**config.mk**
```make
export PLATFORM = sky130hd
export DESIGN_NAME = apb_mem_slave
export DESIGN_NICKNAME = d
export VERILOG_FILES = /design/src/rtl/apb_mem_pkg.sv /design/src/rtl/apb_mem_array.sv /design/src/rtl/apb_mem_slave.sv
export SDC_FILE = /design/constraint.sdc
export NUM_CORES = 2
export LEC_CHECK = 0
export CAP_MARGIN = 25
export CORE_MARGIN = 2
export CORE_UTILIZATION = 30
export DETAILED_ROUTE_END_ITERATION = 10
export PLACE_DENSITY_LB_ADDON = 0.15
export SLEW_MARGIN = 20
export SYNTH_ARGS = -nofsm -noshare
export SYNTH_HDL_FRONTEND = slang
export SYNTH_SLANG_ARGS = --single-unit
```
**constraint.sdc**
```tcl
create_clock -name pclk -period 2.9 [get_ports pclk]
set_input_delay 0.435 -clock pclk [delete_from_list [all_inputs] [get_ports pclk]]
set_output_delay 0.435 -clock pclk [all_outputs]
set_load 0.1 [all_outputs]
```
**src/rtl/apb_mem_pkg.sv**
```systemverilog
// Shared types and helpers for the APB memory slave and its storage array.
package apb_mem_pkg;

  typedef enum logic [1:0] {
    IDLE   = 2'b00,
    ACCESS = 2'b01
  } state_e;

  localparam logic OKAY   = 1'b0;
  localparam logic SLVERR = 1'b1;

  function automatic int lsb_of(input int data_width);
    return $clog2(data_width / 8);
  endfunction

  function automatic int strb_w(input int data_width);
    return data_width / 8;
  endfunction

endpackage

```
**src/rtl/apb_mem_array.sv**
```systemverilog
// DEPTH x DATA_WIDTH storage: byte-enable synchronous write, registered read, async clear.
module apb_mem_array
  import apb_mem_pkg::*;
#(
  parameter int  DATA_WIDTH = 32,
  parameter int  DEPTH      = 64,
  localparam int SW         = strb_w(DATA_WIDTH),
  localparam int IDX_W      = $clog2(DEPTH)
) (
  input  logic                  clk,
  input  logic                  rst_n,
  input  logic                  we,
  input  logic [IDX_W-1:0]      waddr,
  input  logic [DATA_WIDTH-1:0] wdata,
  input  logic [SW-1:0]         wstrb,
  input  logic                  re,
  input  logic                  rclr,
  input  logic [IDX_W-1:0]      raddr,
  output logic [DATA_WIDTH-1:0] rdata
);

  logic [DATA_WIDTH-1:0] mem_q [DEPTH];
  logic [DATA_WIDTH-1:0] mem_d [DEPTH];
  logic [DATA_WIDTH-1:0] rdata_q;
  logic [DATA_WIDTH-1:0] rdata_d;

  always_comb begin
    mem_d = mem_q;
    if (we) begin
      for (int i = 0; i < SW; i++) begin
        if (wstrb[i]) mem_d[waddr][8*i +: 8] = wdata[8*i +: 8];
      end
    end
  end

  // A rejected read loads zero so an errored response never leaks stale data.
  always_comb begin
    rdata_d = rdata_q;
    if (re) rdata_d = rclr ? '0 : mem_q[raddr];
  end

  always_ff @(posedge clk or negedge rst_n) begin
    if (!rst_n) begin
      for (int w = 0; w < DEPTH; w++) mem_q[w] <= '0;
      rdata_q <= '0;
    end else begin
      mem_q   <= mem_d;
      rdata_q <= rdata_d;
    end
  end

  assign rdata = rdata_q;

endmodule

```
**src/rtl/apb_mem_slave.sv**
```systemverilog
// APB4 memory slave: setup/access FSM, wait-state counter, address decode and error responses.
module apb_mem_slave
  import apb_mem_pkg::*;
#(
  parameter int DATA_WIDTH  = 32,
  parameter int ADDR_WIDTH  = 32,
  parameter int DEPTH       = 64,
  parameter int WAIT_STATES = 0,
  parameter int WP_WORDS    = 0
) (
  input  logic                    pclk,
  input  logic                    presetn,
  input  logic                    psel,
  input  logic                    penable,
  input  logic                    pwrite,
  input  logic [ADDR_WIDTH-1:0]   paddr,
  input  logic [DATA_WIDTH-1:0]   pwdata,
  input  logic [DATA_WIDTH/8-1:0] pstrb,
  output logic [DATA_WIDTH-1:0]   prdata,
  output logic                    pready,
  output logic                    pslverr
);

  localparam int LSB   = lsb_of(DATA_WIDTH);
  localparam int IDX_W = $clog2(DEPTH);
  localparam logic [ADDR_WIDTH-1:0] ALIGN_MASK = ADDR_WIDTH'((64'd1 << LSB) - 64'd1);
  localparam logic [ADDR_WIDTH-1:0] DEPTH_A    = ADDR_WIDTH'(DEPTH);

  state_e           state_q, state_d;
  logic [3:0]       cnt_q, cnt_d;
  logic             err_q, err_d;
  logic             write_q, write_d;
  logic [IDX_W-1:0] idx_q, idx_d;

  logic [ADDR_WIDTH-1:0] word_idx;
  logic                  misaligned;
  logic                  out_of_range;
  logic                  protected_wr;
  logic                  req_err;
  logic                  mem_we;
  logic                  mem_re;

  // Full-width index compare: high address bits never alias into the array.
  assign word_idx     = paddr >> LSB;
  assign misaligned   = (paddr & ALIGN_MASK) != '0;
  assign out_of_range = word_idx >= DEPTH_A;

  generate
    if (WP_WORDS > 0) begin : g_wp
      assign protected_wr = pwrite && (word_idx < ADDR_WIDTH'(WP_WORDS));
    end else begin : g_no_wp
      assign protected_wr = 1'b0;
    end
  endgenerate

  assign req_err = misaligned | out_of_range | protected_wr;

  always_comb begin
    state_d = state_q;
    cnt_d   = cnt_q;
    err_d   = err_q;
    write_d = write_q;
    idx_d   = idx_q;
    mem_we  = 1'b0;
    mem_re  = 1'b0;
    case (state_q)
      IDLE: begin
        if (psel && !penable) begin
          state_d = ACCESS;
          cnt_d   = 4'(WAIT_STATES);
          err_d   = req_err ? SLVERR : OKAY;
          write_d = pwrite;
          idx_d   = word_idx[IDX_W-1:0];
          mem_re  = !pwrite;
        end
      end
      ACCESS: begin
        // Deselect wins over the counter so an abort never commits the write.
        if (!psel) begin
          state_d = IDLE;
        end else if (cnt_q != 4'd0) begin
          cnt_d = cnt_q - 4'd1;
        end else if (penable) begin
          state_d = IDLE;
          mem_we  = write_q && (err_q == OKAY);
        end
      end
      default: state_d = IDLE;
    endcase
  end

  always_ff @(posedge pclk or negedge presetn) begin
    if (!presetn) begin
      state_q <= IDLE;
      cnt_q   <= 4'd0;
      err_q   <= OKAY;
      write_q <= 1'b0;
      idx_q   <= '0;
    end else begin
      state_q <= state_d;
      cnt_q   <= cnt_d;
      err_q   <= err_d;
      write_q <= write_d;
      idx_q   <= idx_d;
    end
  end

  assign pready  = (state_q == ACCESS) && (cnt_q == 4'd0);
  assign pslverr = pready && (err_q == SLVERR);

  apb_mem_array #(
    .DATA_WIDTH (DATA_WIDTH),
    .DEPTH      (DEPTH)
  ) u_array (
    .clk   (pclk),
    .rst_n (presetn),
    .we    (mem_we),
    .waddr (idx_q),
    .wdata (pwdata),
    .wstrb (pstrb),
    .re    (mem_re),
    .rclr  (req_err),
    .raddr (word_idx[IDX_W-1:0]),
    .rdata (prdata)
  );

endmodule
```
==> impl_metrics.tcl <==
set metrics [dict create \
    status "completed" \
    worstSkewPairLatency_ns 0.92 \
    power-per-cell-area_nw_per_um2 548 \
    die_width_um 570 \
    gr-usage-all-layers 0.203 \
    period_needed_ns 2.89 \
    dr.first_iter.drc_count 3893 \
    antenna_violating_nets_post_route 0 \
    ys.warnings.count 0 \
    drt_drc 0 \
    initial_utilization 0.302 \
    cpMaxStageDelayCell "sky130_fd_sc_hd__dfrtp_1" \
    yosys.cell_types.count 55 \
    grt_first_pass_wirelength_um 477000 \
    critical_path_required_ns 3.65 \
    asyncSetResetFlopFracSynth 1.00 \
    dp_hpwl_um 226000 \
    number_of_global_route_vias_before_repair 61600 \
    synth.net_count 6330 \
    leakagePower_uw 0.0560 \
    clk_pin_slew_worst_paths_ns 0.06 \
    timing.max_slew.rel_slack 0.342 \
    num-fill-cells 29900 \
    die-height_um 570 \
    area_delta_synth_final_pct 22.6 \
    post_cts.repair.setup_buffers 0 \
    top_level_ports 107 \
    grt_start_max_net_pins 118 \
    grt_antenna_before_repair 14 \
    hold_path.class "in -> reg" \
    fin_total_pwr_uw 64500 \
    yosys_register_bits 2093 \
    critical_path.max_fanout 12 \
    timing.fmax_ghz 0.346 \
    cts_root_buffer "sky130_fd_sc_hd__clkbuf_16" \
    detailroute.via_count 58200 \
    setup_viol_count_final 0 \
    postSynth.topFlopCell "sky130_fd_sc_hd__dfrtp_1" \
    layout-drive-gt1-share 0.563 \
    vias_per_cell 5.17 \
    fin_crit_sh 0.995 \
    tritoncts "built" \
    grt_overflow_total 0 \
    postLayoutCellArea_um2 118000 \
    timing_worst_slew_pin_value_ns 0.986 \
    place.port_buffers 106 \
    ctsLongestPathBuffers 4 \
    hold_viol 0 \
    worst-setup-path-type "reg -> reg" \
    cts.sinks 2093 \
    final_max_slew_viol_count 0 \
    worst-endpoint-arrival_ns 3.64 \
    max-vdd-ir-drop_mv 0.459 \
    synth_edf_count 0 \
    dpl.cell_count 10800 \
    ys_seq_area_frac 0.545 \
    global_placer_s_final_weighted_congestion 0.842 \
    finalNonFillerCells 11300 \
    cpPeakStageDelay_ns 0.55 \
    ff_latch_area_um2 52400 \
    cp_cell_sequence "nor3b_1, buf_4, nand2_1, nor2_2, buf_12, mux2_2" \
    final_nets 6942 \
    synthesis.area_um2 96000 \
    rsz0062_at_grt "no" \
    cts-buffers-inserted 242 \
    design.die.area_um2 325000 \
    final_core_util 0.370 \
    dpl_cell_area_um2 110000 \
    layout_commonest_cell "sky130_fd_sc_hd__mux2_2" \
    fin_skew_ns 0.0662 \
    wl_per_cell_um 29.4 \
    fin_worst_hold_slack_ns 0.0772 \
    ctsHtreeMaxLevel 4 \
    drt_pass1_iterations 6 \
    postSynthCellCount 6256 \
    maxCapViolations 0 \
    core_area_um2 318000 \
    mapped_avg_cell_area_um2 15.4 \
    route.final.wire_length_um 331000 \
    placement_rows 207 \
    multi_input_comb_area_um2 41600 \
    worst_setup_path_start_kind "flip-flop" \
    end_kind "flip-flop" \
    final_cell_mix "2150 x sky130_fd_sc_hd__mux2_2, 2093 x sky130_fd_sc_hd__dfrtp_1, 429 x sky130_fd_sc_hd__buf_4, 414 x sky130_fd_sc_hd__mux4_2, 328 x sky130_fd_sc_hd__buf_12" \
]
[layout make-up]
type | count | share of cell area
flip-flops and latches | 2093 | 0.445
multi-input cells | 3695 | 0.353
repair buffers | 827 | 0.0880
clock buffers | 359 | 0.0610
well taps | 4180 | 0.0444
clock inverters | 79 | 0.00820
inverters | 9 | 0.000287
diodes | 9 | 0.000191
[where the power goes]
part	switching (uW)	leakage (uW)	internal (uW)
combinational	2650	0.0227	1100
clock	12700	0.00403	18800
sequential	66.8	0.0292	29200
[routing by layer]
metal  wire, um  track usage  vias to the layer above
li1           -            -                    24500
met1     157000        0.292                    32000
met2     152000        0.321                     1238
met3      14100       0.0305                      427
met4       7780       0.0469                        4
met5         26            0                        -
[state kept, by name, summed over array words and instances (netlist names)]
signal / count
write_q: 1
err_q: 1
state_q: 1
idx_q: 6
cnt_q: 4
u_array.rdata: 32
u_array.mem_q: 2048
[stage by stage]
| stage | setup slack [ns] | setup TNS (ns) |
|---|---|---|
| 6_report | 0.0136 | 0 |
| 5_1_grt | 0.00745 | 0 |
| 2_1_floorplan | 0.394 | 0 |
| 4_1_cts | 0.0152 | 0 |
| 3_3_place_gp | -0.655 | -2.99 |
| 3_5_place_dp | -0.324 | -2.12 |
[final timing paths]
kind                               startpoint             endpoint  slack (ns)  cells past startpoint
min in group asynchronous             presetn  u_array.mem_q[1743]        0.12                      2
setup reg to reg                     idx_q[2]   u_array.mem_q[867]        0.01                      6
hold / removal                     pwdata[13]   u_array.mem_q[813]        0.08                      2
max in group asynchronous             presetn     u_array.rdata[7]        1.53                      4
setup / recovery                     idx_q[2]   u_array.mem_q[867]        0.01                      6
hold reg to reg            u_array.mem_q[342]   u_array.mem_q[342]        0.50                      1
[worst max-delay path, delay by kind of cell (launching register included)]
family,cells,cell delay (ns)
flip-flops,1,0.55
AND/OR/NAND/NOR,3,1.38
buffers and inverters,2,0.41
multiplexers,1,0.33
[synthesized netlist by cell type, types with 13 or more instances]
cell type                  number  area share
sky130_fd_sc_hd__a21oi_1       13     0.00068
sky130_fd_sc_hd__a22oi_1      109      0.0085
sky130_fd_sc_hd__a31oi_1       16      0.0010
sky130_fd_sc_hd__and3_1        33      0.0021
sky130_fd_sc_hd__buf_1         45      0.0018
sky130_fd_sc_hd__buf_2         80      0.0042
sky130_fd_sc_hd__buf_4         40      0.0031
sky130_fd_sc_hd__buf_6         27      0.0032
sky130_fd_sc_hd__clkbuf_1     266       0.010
sky130_fd_sc_hd__dfrtp_1     2093        0.55
sky130_fd_sc_hd__mux2_2      2150        0.25
sky130_fd_sc_hd__mux2i_1      292       0.030
sky130_fd_sc_hd__mux4_2       414       0.097
sky130_fd_sc_hd__nand2_1      168      0.0066
sky130_fd_sc_hd__nand3_1       28      0.0015
sky130_fd_sc_hd__nand4_1       16      0.0010
sky130_fd_sc_hd__nor2_1        49      0.0019
sky130_fd_sc_hd__nor2_2       192       0.013
sky130_fd_sc_hd__nor3_1        19     0.00099
sky130_fd_sc_hd__o22ai_1       46      0.0030
[cell families (layout without fill, tap and decap cells)]
kind of cell,Yosys count,after routing,share of synthesized area
simple gates,569,569,0.0313
fa+ha+maj,1,1,0.000130
flops,2093,2093,0.545
mux,2856,2856,0.380
compound gates,269,269,0.0205
other cells,0,9,0
buf+inv,468,1274,0.0231
[repair_timing]
action,4_1_cts,5_1_grt
gates resized for setup,2,2
setup endpoints to repair,8,2
endpoints found under the hold margin,1147,0
hold buffers,1,0
(Power assumes the default switching activity.)
